===== src/rtl/key_debounce.sv =====
// -----------------------------------------------------------------------------
// key_debounce
//
// Conditions the raw active-low KEY pins before they reach the
// oneshot / delay_ctrl / blinker chain. Each key passes through a two-flop
// synchronizer and then a stability counter. A change on the synchronized key
// is accepted only after it has held for DEBOUNCE_CYCLES consecutive cycles.
// The block produces a clean active-high pressed level and one-cycle
// press/release strobes for every key.
//
// Optional feature macro: KEY_DEBOUNCE_AUTOREPEAT_EN
//   When this macro is defined, a held key emits extra key_press strobes. The
//   first extra strobe comes REPEAT_DELAY cycles after the accepted press, and
//   later ones come every REPEAT_PERIOD cycles. When the macro is undefined,
//   no repeat logic is built and the REPEAT_* and RPT_WIDTH parameters are
//   ignored.
//
// Ports
//   clk          in   1      system clock (CLOCK_50 domain)
//   reset_n      in   1      synchronous reset, active low
//   key_raw      in   NKEYS  asynchronous raw keys, 0 = pressed
//   key_level    out  NKEYS  debounced state, 1 = pressed
//   key_press    out  NKEYS  1-cycle strobe on accepted press (and auto-repeat)
//   key_release  out  NKEYS  1-cycle strobe on accepted release
// -----------------------------------------------------------------------------
module key_debounce #(
    parameter int NKEYS           = 4,
    parameter int DEBOUNCE_CYCLES = 1000000,
    parameter int CNT_WIDTH       = 20,
    parameter int REPEAT_DELAY    = 25000000,
    parameter int REPEAT_PERIOD   = 5000000,
    parameter int RPT_WIDTH       = 25
) (
    input  logic             clk,
    input  logic             reset_n,
    input  logic [NKEYS-1:0] key_raw,
    output logic [NKEYS-1:0] key_level,
    output logic [NKEYS-1:0] key_press,
    output logic [NKEYS-1:0] key_release
);

    typedef enum logic {
        RELEASED = 1'b0,
        PRESSED  = 1'b1
    } key_state_t;

    localparam logic [CNT_WIDTH-1:0] CNT_LAST = CNT_WIDTH'(DEBOUNCE_CYCLES - 1);

`ifdef KEY_DEBOUNCE_AUTOREPEAT_EN
    localparam logic [RPT_WIDTH-1:0] RPT_DELAY_LAST  = RPT_WIDTH'(REPEAT_DELAY - 1);
    localparam logic [RPT_WIDTH-1:0] RPT_PERIOD_LAST = RPT_WIDTH'(REPEAT_PERIOD - 1);
`endif

    // Two-flop synchronizer. Both flops reset to 1, which is the released
    // level of the active-low pins.
    logic [NKEYS-1:0] sync1_q;
    logic [NKEYS-1:0] sync2_q;
    logic [NKEYS-1:0] key_s;

    // NOTE: sequential state uses non-blocking (<=) so every flop samples
    // pre-edge values; blocking here would chain sync1 straight into sync2.
    always_ff @(posedge clk) begin
        if (!reset_n) begin
            sync1_q <= '1;
            sync2_q <= '1;
        end else begin
            sync1_q <= key_raw;
            sync2_q <= sync1_q;
        end
    end

    assign key_s = ~sync2_q;

    for (genvar k = 0; k < NKEYS; k++) begin : g_key
        key_state_t           state_q, state_nx;
        logic [CNT_WIDTH-1:0] cnt_q, cnt_nx;
        logic                 press_q, press_nx;
        logic                 release_q, release_nx;
        logic                 level;
        logic                 differs;
        logic                 accept;

        assign level   = (state_q == PRESSED);
        assign differs = (key_s[k] != level);
        assign accept  = differs && (cnt_q == CNT_LAST);

`ifdef KEY_DEBOUNCE_AUTOREPEAT_EN
        // rpt_armed_q is clear while the initial REPEAT_DELAY is being timed.
        // After the first repeat strobe it is set, and REPEAT_PERIOD is timed.
        logic [RPT_WIDTH-1:0] rpt_q, rpt_nx;
        logic                 rpt_armed_q, rpt_armed_nx;
        logic                 rpt_hit;

        assign rpt_hit = rpt_armed_q ? (rpt_q == RPT_PERIOD_LAST)
                                     : (rpt_q == RPT_DELAY_LAST);
`endif

        always_ff @(posedge clk) begin
            if (!reset_n) begin
                state_q     <= RELEASED;
                cnt_q       <= '0;
                press_q     <= 1'b0;
                release_q   <= 1'b0;
`ifdef KEY_DEBOUNCE_AUTOREPEAT_EN
                rpt_q       <= '0;
                rpt_armed_q <= 1'b0;
`endif
            end else begin
                state_q     <= state_nx;
                cnt_q       <= cnt_nx;
                press_q     <= press_nx;
                release_q   <= release_nx;
`ifdef KEY_DEBOUNCE_AUTOREPEAT_EN
                rpt_q       <= rpt_nx;
                rpt_armed_q <= rpt_armed_nx;
`endif
            end
        end

        // NOTE: every signal this block drives gets a default first, so no
        // path leaves a value unassigned and no latch is inferred.
        always_comb begin
            state_nx   = state_q;
            cnt_nx     = '0;
            press_nx   = 1'b0;
            release_nx = 1'b0;

            // The counter restarts whenever the synchronized key agrees with
            // the accepted level. A single agreeing sample rejects a glitch.
            if (differs) begin
                if (accept) begin
                    state_nx   = key_s[k] ? PRESSED : RELEASED;
                    press_nx   = key_s[k];
                    release_nx = ~key_s[k];
                end else begin
                    cnt_nx = cnt_q + CNT_WIDTH'(1);
                end
            end

`ifdef KEY_DEBOUNCE_AUTOREPEAT_EN
            rpt_nx       = '0;
            rpt_armed_nx = 1'b0;
            // The repeat timer runs only while the key is held. A release
            // accepted in this cycle takes priority over a coincident repeat.
            if ((state_q == PRESSED) && !accept) begin
                if (rpt_hit) begin
                    press_nx     = 1'b1;
                    rpt_nx       = '0;
                    rpt_armed_nx = 1'b1;
                end else begin
                    rpt_nx       = rpt_q + RPT_WIDTH'(1);
                    rpt_armed_nx = rpt_armed_q;
                end
            end
`endif
        end

        assign key_level[k]   = level;
        assign key_press[k]   = press_q;
        assign key_release[k] = release_q;
    end

endmodule


===== config.mk =====
export PLATFORM = sky130hd
export DESIGN_NAME = key_debounce
export DESIGN_NICKNAME = d
export VERILOG_FILES = /design/src/rtl/key_debounce.sv
export SDC_FILE = /design/constraint.sdc
export NUM_CORES = 1
export LEC_CHECK = 0
export ABC_AREA = 1
export BUFFER_PORTS_ARGS = -buffer_cell sky130_fd_sc_hd__buf_2
export CAP_MARGIN = 20
export CELL_PAD_IN_SITES_DETAIL_PLACEMENT = 1
export CELL_PAD_IN_SITES_GLOBAL_PLACEMENT = 2
export CORE_MARGIN = 1
export CORE_UTILIZATION = 38
export DETAILED_ROUTE_END_ITERATION = 16
export PLACE_DENSITY_LB_ADDON = 0.1
export SLEW_MARGIN = 20
export SYNTH_ARGS = -nofsm -noshare
export SYNTH_HDL_FRONTEND = slang
export SYNTH_SLANG_ARGS = --single-unit
export TNS_END_PERCENT = 20

===== constraint.sdc =====
create_clock -name clk -period 2.2 [get_ports clk]
set_input_delay 0.22 -clock clk [delete_from_list [all_inputs] [get_ports clk]]
set_output_delay 0.22 -clock clk [all_outputs]
set_load 0.1 [all_outputs]

==> key figures, run 1 <==
Synthesis
  – Adder-cell share of the synthesized area: 1.02%
  – Net Count, Synth: 730
  – Multiplexer share of the synthesized area: 0%
  – Cells after synthesis: 720
  – Post-synthesis sequential area ratio: 40.8%
  – Compound-cell area share of the yosys netlist: 3.87%
  – Flops & latches, synth: 100
  – Xor and xnor area share after synthesis: 6.60%
  – Yosys warns: 0
  – Combinational family with the most area after synthesis: simple AND/OR/NAND/NOR gates
  – Netlist Area Pre-Place: 4910 um^2
  – Synth Area per Inst: 6.82 um^2
  – Synth Area in Simple Gates: 39.2%
  – Synth unique cells: 26

STA
  – Worst-Margin Slew: 525 ps
  – Final setup violation count: 0
  – Pins Over Slew Limit: 0
  – Worst hold margin: 75.7 ps
  – Period minus WS final: 1600 ps
  – Setup_tns: 0 ps
  – Hold Vio Cnt, Final: 0
  – Crit share post-route: 72.7%
  – FMAX: 0.626 GHz
  – Rel. slew slack: 65.2%
  – Worst Clk Skew: 4.82 ps
  – Unrepaired setup endpoints after global routing: no

Hold path
  – Hold Path Class: in -> reg

Clocking
  – Clock-pin slew on the worst setup and hold paths: 70 ps
  – CTS Hold Buffers Added: 0
  – CTS tree: done
  – Clock Sinks: 100
  – Clk_lat worst skew: 340 ps
  – CTS resizes: 0
  – H-tree depth: 3
  – Clock Tree Root: clkbuf_16
  – Max Root-Sink Buffers: 2
  – Post-CTS Setup Bufs: 0
  – Num CTS Buffers: 9

Power and ir drop
  – Net Sw Frac: 20.3%
  – LEAKAGE: 1.84 nW
  – Power Internal: 0.00286 W
  – Peak VDD IR: 0.000367 V
  – Reg power frac: 50.8%
  – Clk pwr share: 48.0%
  – Pwr Density: 665 nW/um^2
  – Gate power share: 1.2%
  – Switching pwr: 0.000727 W
  – Power Total: 0.00359 W

Final layout
  – Fin nets: 740
  – Antenna cells: 0
  – Share of cells above drive strength 1: 8.84%
  – Most common cell after layout, fill and taps aside: nand2_1
  – Area grow syn2layout: 9.86%
  – Most frequent cells in the layout: 191 x nand2_1, 162 x nor2_1, 100 x dfxtp_1

Setup path
  – CP Launch Type: flop
  – Critical Path RT: 2430 ps
  – Kind of critical path: reg -> reg
  – Critical path endpoint category: flop
  – CP Cell Sequence: ha_1, nand3_2, inv_1, nand2_1, nor2_1, nand2_1, nand2_1, buf_4, nor2_1
  – Cell family with most CP delay: simple AND/OR/NAND/NOR gates
  – CP Buf/Inv Count: 2
  – CP max stage cell: dfxtp_1
  – Arrival time at the worst endpoint: 1830 ps
  – CP peak stage delay: 360 ps
  – Crit path max fanout: 20
  – Most used cell, CP: nand2_1

Outcome
  – Status: completed

Detailed routing
  – Vias: 4266
  – Drt pass-1 iters: 4
  – Drt wl/cell: 12.9 um
  – DR iter-0 viols: 118
  – Vias per cell: 4.70
  – Final WL: 11700 um
  – Antenna Nets Post-Route: 0
  – DRC viols: 0

Run
  – Max_cap viols: 0

Floorplanning
  – Starting Density: 38.9%
  – Core ar.: 12600 um^2
  – IO Pins: 18
  – Core Rows: 41
  – Die Span Y: 116 um
  – Die X-Extent: 116 um
  – Full die area: 13400 um^2

Global routing
  – Antenna violations before repair: 0
  – Number of global-route vias before repair: 4400
  – Largest net degree at the start of global routing: 21
  – Gr ovfl total: 0
  – All-Layer GR Usage: 19.1%
  – Global-route wire length before repair: 20100 um

Placed design
  – Buffers on Ports: 17
  – Placer congestion estimate: 0.772
  – Dpl hpwl: 8850 um
==> routing by layer <==
metal	GRT usage, %	wire, um
met1	22.9	5660
met2	33.9	5660
met5	0	0
met3	4.60	232
met4	5.21	124
==> through the flow <==
step	cell area, um^2	util, %	setup WS (ps)	instances
after detailed placement	5080	40.2	580	891
after CTS	5400	42.8	577	907
after global placement	5080	40.2	650	891
after global routing	5400	42.8	419	907
final	5400	42.8	602	907
after floorplan	4910	-	839	720
==> flip-flops by register name, indices dropped and copies added, names as in the netlist <==
register	count
g_key.release_q	4
g_key.press_q	4
sync2_q	4
g_key.level	4
sync1_q	4
g_key.cnt_q	80
==> final timing paths <==
check	from	to	slack, ps	cells after the start
worst max register to register	g_key[3].cnt_q[0]$_SDFF_PP0_	g_key[3].cnt_q[16]$_SDFF_PP0_	600	9
worst max-delay path	g_key[3].cnt_q[0]$_SDFF_PP0_	g_key[3].cnt_q[16]$_SDFF_PP0_	600	9
worst min register to register	sync1_q[2]$_SDFF_PN1_	sync2_q[2]$_SDFF_PN1_	410	1
worst min-delay path	key_raw[1]	sync1_q[1]$_SDFF_PN1_	80	2
==> logic make-up (layout without fill, tap and decap cells) <==
| group | Yosys count | in the layout |
|---|---|---|
| adder cells (fa/ha/maj) | 4 | 4 |
| XOR/XNOR | 37 | 37 |
| buffers and inverters | 89 | 104 |
| AND/OR/NAND/NOR | 456 | 456 |
| AO/OA/AOI/OAI | 34 | 34 |
| flip-flops | 100 | 100 |
==> cell usage after synthesis <==
master	instances	area, um^2
and2_1	1	6.26
ha_1	4	50.1
xor2_1	21	184
nand2_4	1	11.3
or2_0	5	31.3
or2_2	13	81.3
inv_2	2	7.51
buf_4	20	150
buf_6	1	11.3
clkinv_2	1	5.00
nor3_1	10	50.1
nand3_2	3	30.0
nor2_4	1	11.3
xnor2_1	16	140
nor2_1	162	608
nand3_1	46	230
nor2_2	9	56.3
nand2_1	191	717
dfxtp_1	100	2000
nand4_1	9	56.3
clkbuf_1	1	3.75
inv_1	64	240
nand3b_1	5	37.5
o21ai_0	1	5.00
o21bai_1	8	60.1
a21oi_1	25	125
==> final cells by class <==
cell class	count	area [um^2]
inverters	67	253
flip-flops and latches	100	2000
clock inverters	4	72.6
multi-input cells	531	2490
well taps	172	215
fillers	1679	7220
clock buffers	12	246
repair buffers	21	115
==> power groups by stage <==
stage	sequential, W	combinational (W)	clock, W
2_1_floorplan	0.00186	0.0000319	0
3_3_place_gp	0.00186	0.0000439	0
3_5_place_dp	0.00186	0.0000451	0
4_1_cts	0.00182	0.0000453	0.00178
5_1_grt	0.00182	0.0000497	0.00187
6_report	0.00182	0.0000439	0.00172
(Power assumes the default switching activity.)
==> inputs of run 2 (changes only) <==
- ABC_AREA: 1 -> 0
- clock period: 2.2 -> 1.5 ns (I/O delays scaled with it)
==> run 2 against run 1 <==
Compared with the run above:
- the run now ends with setup timing left
- via count down 10%
- critical path depth decreased by 4
- synthesized area decreased by 10%
- power grew 44%
==> key figures, run 2 <==
Final layout
  – Post-route cell area: 5890 um^2 (+9.3%)
  – Fillers: 1302 (-22%)
  – Fin nets: 618 (-16%)
  – Most common cell after layout, fill and taps aside: buf_4
  – Area grow syn2layout: 33.9%
  – Final Instance Count excl. Fillers: 750 (-17%)
  – Most frequent cells in the layout: 94 x buf_4, 86 x nor2_1, 80 x dfxtp_1
  – Biggest register: g_key.cnt_q
  – Share of cells above drive strength 1: 32.5% (+24 points)
  – Antenna cells: 0 (unchanged)
  – Max reg flops: 80 (unchanged)

Power and ir drop
  – Peak VDD IR: 0.000768 V (+110%)
  – Pwr Density: 876 nW/um^2 (+32%)
  – LEAKAGE: 2.02 nW (+9.7%)

STA
  – Rel. slew slack: 66.6% (+1.4 points)
  – Unrepaired setup endpoints after global routing: yes
  – Worst Clk Skew: 4.80 ps (-0.0214 ps)
  – Final setup violation count: 30 (+30)
  – Pins Over Slew Limit: 0 (unchanged)
  – Period minus WS final: 1800 ps (+202 ps)
  – FMAX: 0.555 GHz (-11%)
  – Hold Vio Cnt, Final: 0 (unchanged)
  – Fin worst setup slack: -300 ps (-902 ps)
  – Worst hold margin: 24.8 ps (-50.9 ps)
  – Worst-Margin Slew: 504 ps (-21.5 ps)
  – Crit share post-route: 120% (+47 points)
  – Setup_tns: -6590 ps (-6590 ps)

Detailed routing
  – DR top layer: met4
  – Wire length on met3: 253 um (+9.1%)
  – Vias: 3831 (-10%)
  – Antenna Nets Post-Route: 0 (unchanged)
  – Drt wl/cell: 14.8 um (+15%)
  – WL met1: 5140 um (-9.2%)
  – Drt pass-1 iters: 4 (unchanged)
  – Vias per cell: 5.11 (+8.6%)
  – Routed wl met2: 5570 um (-1.6%)
  – DR iter-0 viols: 138 (+17%)
  – DRC viols: 0 (unchanged)
  – Final WL: 11100 um (-5.2%)

Synthesis
  – Synth Area per Inst: 8.82 um^2 (+29%)
  – Flops & latches, synth: 100 (unchanged)
  – Fraction of registers with async set/reset: 0% (unchanged)
  – Post-synthesis sequential area ratio: 45.5% (+4.7 points)
  – Post-synth EDFFs: 0 (unchanged)
  – Multiplexer share of the synthesized area: 1.14% (+1.1 points)
  – Net Count, Synth: 509 (-30%)
  – Cells after synthesis: 499 (-31%)
  – Synth Area in Simple Gates: 30.9% (-8.3 points)
  – Top-area cell type share of the netlist area: 45.5% (+4.7 points)
  – Most common cell in the netlist: dfxtp_1
  – Dominant cells by area after synthesis: dfxtp_1 45%, xnor2_1 9.7%, nor2_1 7.6%
  – Adder-cell share of the synthesized area: 1.14% (+0.12 points)
  – Combinational family with the most area after synthesis: simple AND/OR/NAND/NOR gates
  – Commonest register cell after synthesis: dfxtp_1
  – Xor and xnor area share after synthesis: 12.1% (+5.5 points)
  – Post-synth top area cell: dfxtp_1
  – Netlist Area Pre-Place: 4400 um^2 (-10%)
  – Yosys warns: 0 (unchanged)
  – Commonest cells in the netlist: 100 x dfxtp_1, 89 x nor2_1, 49 x xnor2_1
  – Synth unique cells: 43 (+65%)
  – Compound-cell area share of the yosys netlist: 4.43% (+0.56 points)

Floorplanning
  – Die X-Extent: 110 um (-5.2%)
  – Starting Density: 39.7% (+0.83 points)
  – Core ar.: 11100 um^2 (-12%)
  – IO Pins: 18 (unchanged)
  – Core Rows: 38 (-7.3%)
  – Die Span Y: 110 um (-5.2%)
  – Full die area: 12000 um^2 (-10%)

Setup path
  – Critical Path RT: 1740 ps (-690 ps)
  – Arrival time at the worst endpoint: 2040 ps (+210 ps)
  – Reg2reg path depth: 5 (-4)
  – Crit path max fanout: 14 (-30%)
  – Critical path endpoint category: flop
  – Kind of critical path: reg -> reg
  – CP Launch Type: flop

Run
  – Max_cap viols: 0 (unchanged)

Hold path
  – Hold-critical path depth: 2 (unchanged)
  – Hold Path Class: in -> reg

Global routing
  – All-Layer GR Usage: 19.9% (+0.81 points)
  – Gr ovfl total: 0 (unchanged)
  – Antenna violations before repair: 0 (unchanged)
  – Global-route wire length before repair: 18300 um (-8.6%)
  – Number of global-route vias before repair: 3899 (-11%)
  – Largest net degree at the start of global routing: 15 (-29%)

Placed design
  – Cells after DPL: 734 (-18%)
  – Buffers on Ports: 17 (unchanged)
  – Placer congestion estimate: 0.767 (-0.61%)
  – DP Area: 5300 um^2 (+4.4%)
  – Dpl hpwl: 8130 um (-8.1%)

Clocking
  – Post-CTS Setup Bufs: 0 (unchanged)
  – Clock Tree Root: clkbuf_16
  – Clock Sinks: 100 (unchanged)
  – Clk_lat worst skew: 350 ps (about the same)
  – H-tree depth: 3 (unchanged)
  – Clock-pin slew on the worst setup and hold paths: 60 ps (about the same)
  – CTS tree: done
  – Num CTS Buffers: 9 (unchanged)
  – Max Root-Sink Buffers: 2 (unchanged)

Outcome
  – Status: complete, but fails checks
  – Violated checks: setup timing
[run 2: final timing paths]
path / from / end / slack (ps)
worst max-delay path: g_key[0].cnt_q[15]$_SDFF_PP0_ / g_key[0].cnt_q[15]$_SDFF_PP0_ / -300
worst min-delay path: key_raw[2] / sync1_q[2]$_SDFF_PN1_ / 20
worst max register to register: g_key[0].cnt_q[15]$_SDFF_PP0_ / g_key[0].cnt_q[15]$_SDFF_PP0_ / -300
worst min register to register: sync1_q[1]$_SDFF_PN1_ / sync2_q[1]$_SDFF_PN1_ / 420
[run 2: what timing repair did]
item | CTS | global route
hold buffers | 3 | 0
resized for setup | 29 | 39
endpoints found under the setup margin | 78 | 88
pin swaps | 11 | 10
endpoints found under the hold margin | 3 | 0
cloned | 0 | 0
[run 2: layout make-up]
cell class | count | area [um^2] | share of cell area [%]
clock buffers | 10 | 229 | 3.88
clock inverters | 3 | 65.1 | 1.10
inverters | 17 | 63.8 | 1.08
multi-input cells | 360 | 2430 | 41.2
flip-flops and latches | 100 | 2030 | 34.5
well taps | 140 | 175 | 2.97
repair buffers | 120 | 897 | 15.2
[run 2: cell families (layout without fill, tap and decap cells)]
kind of cell / after synthesis / count (layout)
simple gates: 261 / 261
flops: 100 / 100
xor+xnor: 61 / 61
buf+inv: 39 / 150
compound gates: 29 / 29
mux: 5 / 5
fa+ha+maj: 4 / 4
[run 2: through the flow]
| step | total power [W] | setup slack (ps) | util (%) |
|---|---|---|---|
| CTS | 0.00523 | -335 | 51.8 |
| global route | 0.00534 | -359 | 53.2 |
| detailed placement | 0.00282 | -331 | 47.8 |
| global placement | 0.00282 | -284 | 47.8 |
| finish | 0.00516 | -300 | 53.2 |
| floorplan | 0.00278 | -285 | - |
[run 2: report_power, final]
part	internal, W	switching (W)
Combinational	0.0000453	0.0000455
Sequential	0.00266	0.00000791
Clock	0.00143	0.000970
Total	0.00414	0.00102
[run 2: per-layer routing]
layer  up-vias  track usage [%]
li1       1931                -
met1      1868             23.3
met2        22             35.3
met3        10             4.62
met4         0             6.95
met5         -                0
[run 2: critical path, stage by stage (launching register included)]
cell and delay [ps]:
dfxtp_1 320, or4_4 520, or4_4 460, o21bai_4 170, buf_12 160, nor2_1 60
